### src/rtl/regfile_write_arbiter_pkg.sv
// Purpose: shared register-file constants, the write-request record and the hazard-match helper.
// Latency: not applicable (types and constants only).
// Backpressure: not applicable.
// Ports: none.
package regfile_write_arbiter_pkg;

   localparam int REG_COUNT  = 32;
   localparam int REG_ADDR_W = $clog2(REG_COUNT);   // 5
   localparam int DEF_DATA_W = 32;

   typedef logic [REG_ADDR_W-1:0] reg_addr_t;

   localparam reg_addr_t ZERO_REG = '0;

   // Write request at the default data width; the top re-declares it for its own N.
   typedef struct packed {
      reg_addr_t             addr;
      logic [DEF_DATA_W-1:0] data;
   } wr_req_t;

   // A read address collides with a pending write; register 0 never collides.
   function automatic logic addr_match(input reg_addr_t rd, input reg_addr_t wa, input logic vld);
      return vld && (rd != ZERO_REG) && (rd == wa);
   endfunction

endpackage

### src/rtl/wb_fifo.sv
// Purpose: per-requester writeback queue of DEPTH {addr, data} entries with per-entry visibility.
// Latency: an entry pushed at edge k is at the head after edge k (no bypass).
// Backpressure: full comes only from registered occupancy; no push is taken while full.
// Ports: clk/rst; push + push_req enqueue; pop dequeues head; full/empty flags;
//        head = oldest entry; ent_vld/ent_addr expose every slot for hazard compare.
module wb_fifo
   import regfile_write_arbiter_pkg::*;
#(
   parameter int  DEPTH = 2,
   parameter type req_t = wr_req_t
) (
   input  logic                   clk,
   input  logic                   rst,
   input  logic                   push,
   input  req_t                   push_req,
   input  logic                   pop,
   output logic                   full,
   output logic                   empty,
   output req_t                   head,
   output logic      [DEPTH-1:0]  ent_vld,
   output reg_addr_t [DEPTH-1:0]  ent_addr
);

   localparam int PTR_W = $clog2(DEPTH);

   req_t             mem [DEPTH];
   logic [PTR_W-1:0] wr_ptr;
   logic [PTR_W-1:0] rd_ptr;
   logic [DEPTH-1:0] vld;

   // DEPTH is a power of two, so pointer overflow is the modulo wrap.
   // A push and a pop never target the same slot: that needs the queue both full and empty.
   always_ff @(posedge clk) begin
      if (rst) begin
         wr_ptr <= '0;
         rd_ptr <= '0;
         vld    <= '0;
      end else begin
         if (pop) begin
            vld[rd_ptr] <= 1'b0;
            rd_ptr      <= rd_ptr + PTR_W'(1);
         end
         if (push) begin
            vld[wr_ptr] <= 1'b1;
            wr_ptr      <= wr_ptr + PTR_W'(1);
         end
      end
   end

   // Payload needs no reset: a slot is only observed while its valid bit is set.
   always_ff @(posedge clk) begin
      if (push) begin
         mem[wr_ptr] <= push_req;
      end
   end

   assign full    = &vld;
   assign empty   = ~|vld;
   assign head    = mem[rd_ptr];
   assign ent_vld = vld;

   always_comb begin
      ent_addr = '0;
      for (int i = 0; i < DEPTH; i++) begin
         ent_addr[i] = mem[i].addr;
      end
   end

endmodule

### src/rtl/regfile_write_arbiter.sv
// Purpose: merges ALU and memory-unit writebacks into the single register-file write port, round-robin.
// Latency: a write accepted at edge k drives RegWrite after edge k+1 at the earliest.
// Backpressure: wrX_ready = queue X not full (registered); addr-0 writes are accepted and dropped.
// Ports: clk, rst (sync, active-high); wr0_*/wr1_* valid-ready write requesters;
//        ReadRegister1/2 -> Hazard1/2 pending-write flags; RegWrite/WriteRegister/WriteData
//        register-file write port; idle = nothing queued or in the output stage.
module regfile_write_arbiter
   import regfile_write_arbiter_pkg::*;
#(
   parameter int N     = 32,
   parameter int DEPTH = 2
) (
   input  logic                  clk,
   input  logic                  rst,
   input  logic                  wr0_valid,
   output logic                  wr0_ready,
   input  logic [REG_ADDR_W-1:0] wr0_addr,
   input  logic [N-1:0]          wr0_data,
   input  logic                  wr1_valid,
   output logic                  wr1_ready,
   input  logic [REG_ADDR_W-1:0] wr1_addr,
   input  logic [N-1:0]          wr1_data,
   input  logic [REG_ADDR_W-1:0] ReadRegister1,
   input  logic [REG_ADDR_W-1:0] ReadRegister2,
   output logic                  Hazard1,
   output logic                  Hazard2,
   output logic                  RegWrite,
   output logic [REG_ADDR_W-1:0] WriteRegister,
   output logic [N-1:0]          WriteData,
   output logic                  idle
);

   typedef struct packed {
      reg_addr_t    addr;
      logic [N-1:0] data;
   } req_t;

   req_t                  req0, req1, head0, head1;
   logic                  push0, push1, gnt0, gnt1;
   logic                  full0, full1, empty0, empty1;
   logic      [DEPTH-1:0] ent_vld0, ent_vld1;
   reg_addr_t [DEPTH-1:0] ent_addr0, ent_addr1;
   logic                  rr_sel;   // 0: requester 0 wins a tie, 1: requester 1 wins

   assign req0 = '{addr: wr0_addr, data: wr0_data};
   assign req1 = '{addr: wr1_addr, data: wr1_data};

   assign wr0_ready = ~full0;
   assign wr1_ready = ~full1;

   // Writes to register 0 complete the handshake but never occupy a slot.
   assign push0 = wr0_valid & ~full0 & (wr0_addr != ZERO_REG);
   assign push1 = wr1_valid & ~full1 & (wr1_addr != ZERO_REG);

   assign gnt0 = ~empty0 & (empty1 | ~rr_sel);
   assign gnt1 = ~empty1 & (empty0 |  rr_sel);

   wb_fifo #(.DEPTH(DEPTH), .req_t(req_t)) u_fifo0 (
      .clk(clk), .rst(rst), .push(push0), .push_req(req0), .pop(gnt0),
      .full(full0), .empty(empty0), .head(head0), .ent_vld(ent_vld0), .ent_addr(ent_addr0)
   );

   wb_fifo #(.DEPTH(DEPTH), .req_t(req_t)) u_fifo1 (
      .clk(clk), .rst(rst), .push(push1), .push_req(req1), .pop(gnt1),
      .full(full1), .empty(empty1), .head(head1), .ent_vld(ent_vld1), .ent_addr(ent_addr1)
   );

   // Output stage: address/data hold their last value when nothing is granted.
   always_ff @(posedge clk) begin
      if (rst) begin
         rr_sel        <= 1'b0;
         RegWrite      <= 1'b0;
         WriteRegister <= '0;
         WriteData     <= '0;
      end else begin
         RegWrite <= gnt0 | gnt1;
         if (gnt0) begin
            rr_sel        <= 1'b1;
            WriteRegister <= head0.addr;
            WriteData     <= head0.data;
         end else if (gnt1) begin
            rr_sel        <= 1'b0;
            WriteRegister <= head1.addr;
            WriteData     <= head1.data;
         end
      end
   end

   // A read sees a hazard against every queued entry and the write being committed now.
   always_comb begin
      Hazard1 = addr_match(ReadRegister1, WriteRegister, RegWrite);
      Hazard2 = addr_match(ReadRegister2, WriteRegister, RegWrite);
      for (int i = 0; i < DEPTH; i++) begin
         Hazard1 = Hazard1 | addr_match(ReadRegister1, ent_addr0[i], ent_vld0[i])
                           | addr_match(ReadRegister1, ent_addr1[i], ent_vld1[i]);
         Hazard2 = Hazard2 | addr_match(ReadRegister2, ent_addr0[i], ent_vld0[i])
                           | addr_match(ReadRegister2, ent_addr1[i], ent_vld1[i]);
      end
   end

   assign idle = empty0 & empty1 & ~RegWrite;

endmodule

### config.mk
export PLATFORM = sky130hd
export DESIGN_NAME = regfile_write_arbiter
export DESIGN_NICKNAME = d
export VERILOG_FILES = /design/src/rtl/regfile_write_arbiter_pkg.sv /design/src/rtl/wb_fifo.sv /design/src/rtl/regfile_write_arbiter.sv
export SDC_FILE = /design/constraint.sdc
export NUM_CORES = 1
export LEC_CHECK = 0
export CELL_PAD_IN_SITES_DETAIL_PLACEMENT = 2
export CELL_PAD_IN_SITES_GLOBAL_PLACEMENT = 2
export CORE_AREA = 2 2 172 174
export CTS_CLUSTER_SIZE = 16
export DETAILED_ROUTE_END_ITERATION = 8
export DIE_AREA = 0 0 174 176
export DONT_BUFFER_PORTS = 1
export PLACE_DENSITY_LB_ADDON = 0.1
export RECOVER_POWER = 25
export REMOVE_ABC_BUFFERS = 1
export SETUP_SLACK_MARGIN = 0.05
export SLEW_MARGIN = 10
export SYNTH_ARGS = -nofsm -noshare
export SYNTH_HDL_FRONTEND = slang
export SYNTH_HIERARCHICAL = 1
export SYNTH_SLANG_ARGS = --single-unit
### constraint.sdc
create_clock -name clk -period 4.27 [get_ports clk]
set_input_delay 0.6405 -clock clk [delete_from_list [all_inputs] [get_ports clk]]
set_output_delay 0.6405 -clock clk [all_outputs]
set_load 0.01 [all_outputs]
==> results.cfg <==
[synthesis]
syn_avg_cell_area_sq_um = 15.4
synthCells = 556
ys_ff_latch = 197
seq_area_frac_synth_pct = 63.4
yosysWarnings = 6
async_flop_share_pct = 0
synthFlopType = edfxtp_1
synth_cell_types = 35
netlist_area_sq_um = 8550
synth-edff-count = 148

[placement]
hpwl_mm = 13.9
placedCellCount = 897
post-place-ws_ps = 1830
gp_congestion = 0.790
port_buffers = 0

[critical_path]
setup.worst_path.class = flip-flop to primary output
r2r_cells = 5
reg2reg_slack_ps = 1940
required_ps = 3630
crit_arrival_ps = 2050
critPathCapture = Hazard1
startpoint = u_fifo1/mem[1][35]
start_kind = flip-flop
r2r-start = u_fifo0/ent_vld[1]
crit_path_max_fanout = 3
worstReg2RegEnd = u_fifo0/mem[0][11]
endpoint_kind = primary output

[grt]
met2_usage_pct = 24.2
grt_remaining_overflow = 0
antenna_found_initial = 0
grt-busiest-layer = met2
grt_pass1_vias = 4823
use_met1_pct = 16.3
grt_usage_pct = 14.3
grtUsageMet3_pct = 7.00
grt_pass1_wl_mm = 31.6
grt_max_degree = 39

[cts]
cts.sinks = 197
clockBufferDepth = 2
cts_root_buffer = clkbuf_16
clk_latency_ps = 430
cts-hold-fix-buffers = 0
cts_made_buffers = 17
cts_setup_buffers = 0
clkTransAtPathRegs_ps = 80
htreeDepth = 4
cts_resized = 0
cts_tree = done

[power_and_ir_drop]
internal_power_uw = 3530
p_leak_uw = 0.00321
irDropWorstVdd_mv = 0.236
switchingPower_uw = 1240
powerDensity_nw_per_um2 = 518
combPwrFrac_pct = 13.7
total_power_uw = 4770
pwr-share-seq_pct = 51.6
p_sw_share_pct = 26.0
p_clk_share_pct = 34.7

[timing]
fin_worst_skew_ps = 12.5
slew_headroom_pct = 29.3
drv_slew = 0
rsz0062_at_grt = no
setup_slack_ps = 1580
fin_crit_sh_pct = 62.9
hold_viol_final = 0
fin_setup_tns_ps = 0
setup-violations-final = 0
worst_pin_slew_ps = 1060
fmax_mhz = 372
min_period_ps = 2690
hold_slack_ps = 268

[outcome]
outcome = complete, no violations

[final_layout]
final_layout_size_suffix_gt1_share_pct = 22.2
antenna_cells = 0
fillCellCount = 2936
final_common_cell = edfxtp_1
mostFrequentLayoutCells = edfxtp_1, mux2_4, dfxtp_1
multi_input_area_sq_um = 2650
final_nets = 620
area_growth_pct = 7.80
post_layout_nonfiller_instances = 929
regArea_sq_um = 5430

[floorplan]
num_io_pins = 131
die_x_microns = 174
fp.coreArea_sq_um = 28500
die_h_microns = 176
start_util_pct = 30.0
rows = 62
dieArea_sq_um = 30600

[drt]
drt-pass1-iter-count = 4
totalWireLength_mm = 21.3
drc = 0
drt_iter0_drc = 213
wl_per_cell_microns = 23.0
ant_nets = 0
dr_total_vias = 4205
routed_via_density = 4.53

[worst_hold_path]
hold_class = input pin to flip-flop

[job]
cap_viol_max_count = 0
registers in the layout, summed over array words and instances (netlist names), 2 cells and up, named ones only:
signal	count
u_fifo1/mem	74
u_fifo1/ent_vld	2
u_fifo0/mem	74
WriteData	32
WriteRegister	5
u_fifo0/ent_vld	2
power by group through the flow:
stage	registers, uW	clock network, uW	logic [uW]
after floorplan	2470	0	495
after global placement	2510	0	661
after detailed placement	2520	0	675
after CTS	2480	1710	678
after global routing	2500	1770	723
final	2460	1660	652
cells by family after synthesis:
family | share of synthesized area [%]
xor+xnor | 5.33
mux | 16.7
flops | 63.4
buf+inv | 5.85
simple gates | 5.27
compound gates | 3.41
cell usage after synthesis, types with 7 or more instances:
| cell type | n | area (sq um) |
|---|---|---|
| xor2_1 | 40 | 350 |
| buf_6 | 10 | 113 |
| o21ai_1 | 30 | 150 |
| nand3_1 | 12 | 60.1 |
| mux2i_1 | 37 | 370 |
| nor4_1 | 10 | 62.6 |
| mux2_2 | 14 | 158 |
| buf_4 | 22 | 165 |
| xnor2_1 | 12 | 105 |
| edfxtp_1 | 148 | 4440 |
| buf_12 | 8 | 160 |
| buf_2 | 7 | 35.0 |
| nor2_1 | 7 | 26.3 |
| dfxtp_1 | 49 | 981 |
| nand2_1 | 40 | 150 |
| mux2_4 | 60 | 901 |
| o21ai_0 | 7 | 35.0 |
worst max-delay path: stages (launching register included):
cell and delay (ps):
edfxtp_1 460, xor2_1 180, nor4_1 440, nand3_1 150
nand3_1 180, o22a_2 200
how the worst min path moves through the flow:
stage	startpoint	endpoint	slack (ps)	depth (start not counted)
global placement	u_fifo0/rd_ptr	flip-flop	490	2
CTS	rst	u_fifo1/wr_ptr	240	1
global route	rst	u_fifo1/wr_ptr	250	1
detailed placement	u_fifo1/rd_ptr	flip-flop	500	2
finish	rst	u_fifo1/wr_ptr	270	1
floorplan	u_fifo1/rd_ptr	flip-flop	470	2
metrics by stage:
stage                     cell area [sq um]  utilization, %
after floorplan                        8070               -
after global placement                 8620            30.2
after detailed placement               8620            30.2
after CTS                              9220            32.3
after global routing                   9220            32.3
final                                  9220            32.3
routing by layer:
layer	share of wire [%]	wire length, microns
met1	41	8770
met2	48	10300
met3	9.4	2000
met4	1.0	219
met5	0	0
cell type report:
class                           instances  area share (%)
Tap cell                              384            5.21
Sequential cell                       197            58.9
Multi-Input combinational cell        305            28.7
Clock inverter                         12            1.64
Clock buffer                           20            4.85
Timing Repair Buffer                    6           0.489
Inverter                                5           0.204
Note: power is estimated with default switching activity, not from simulation.
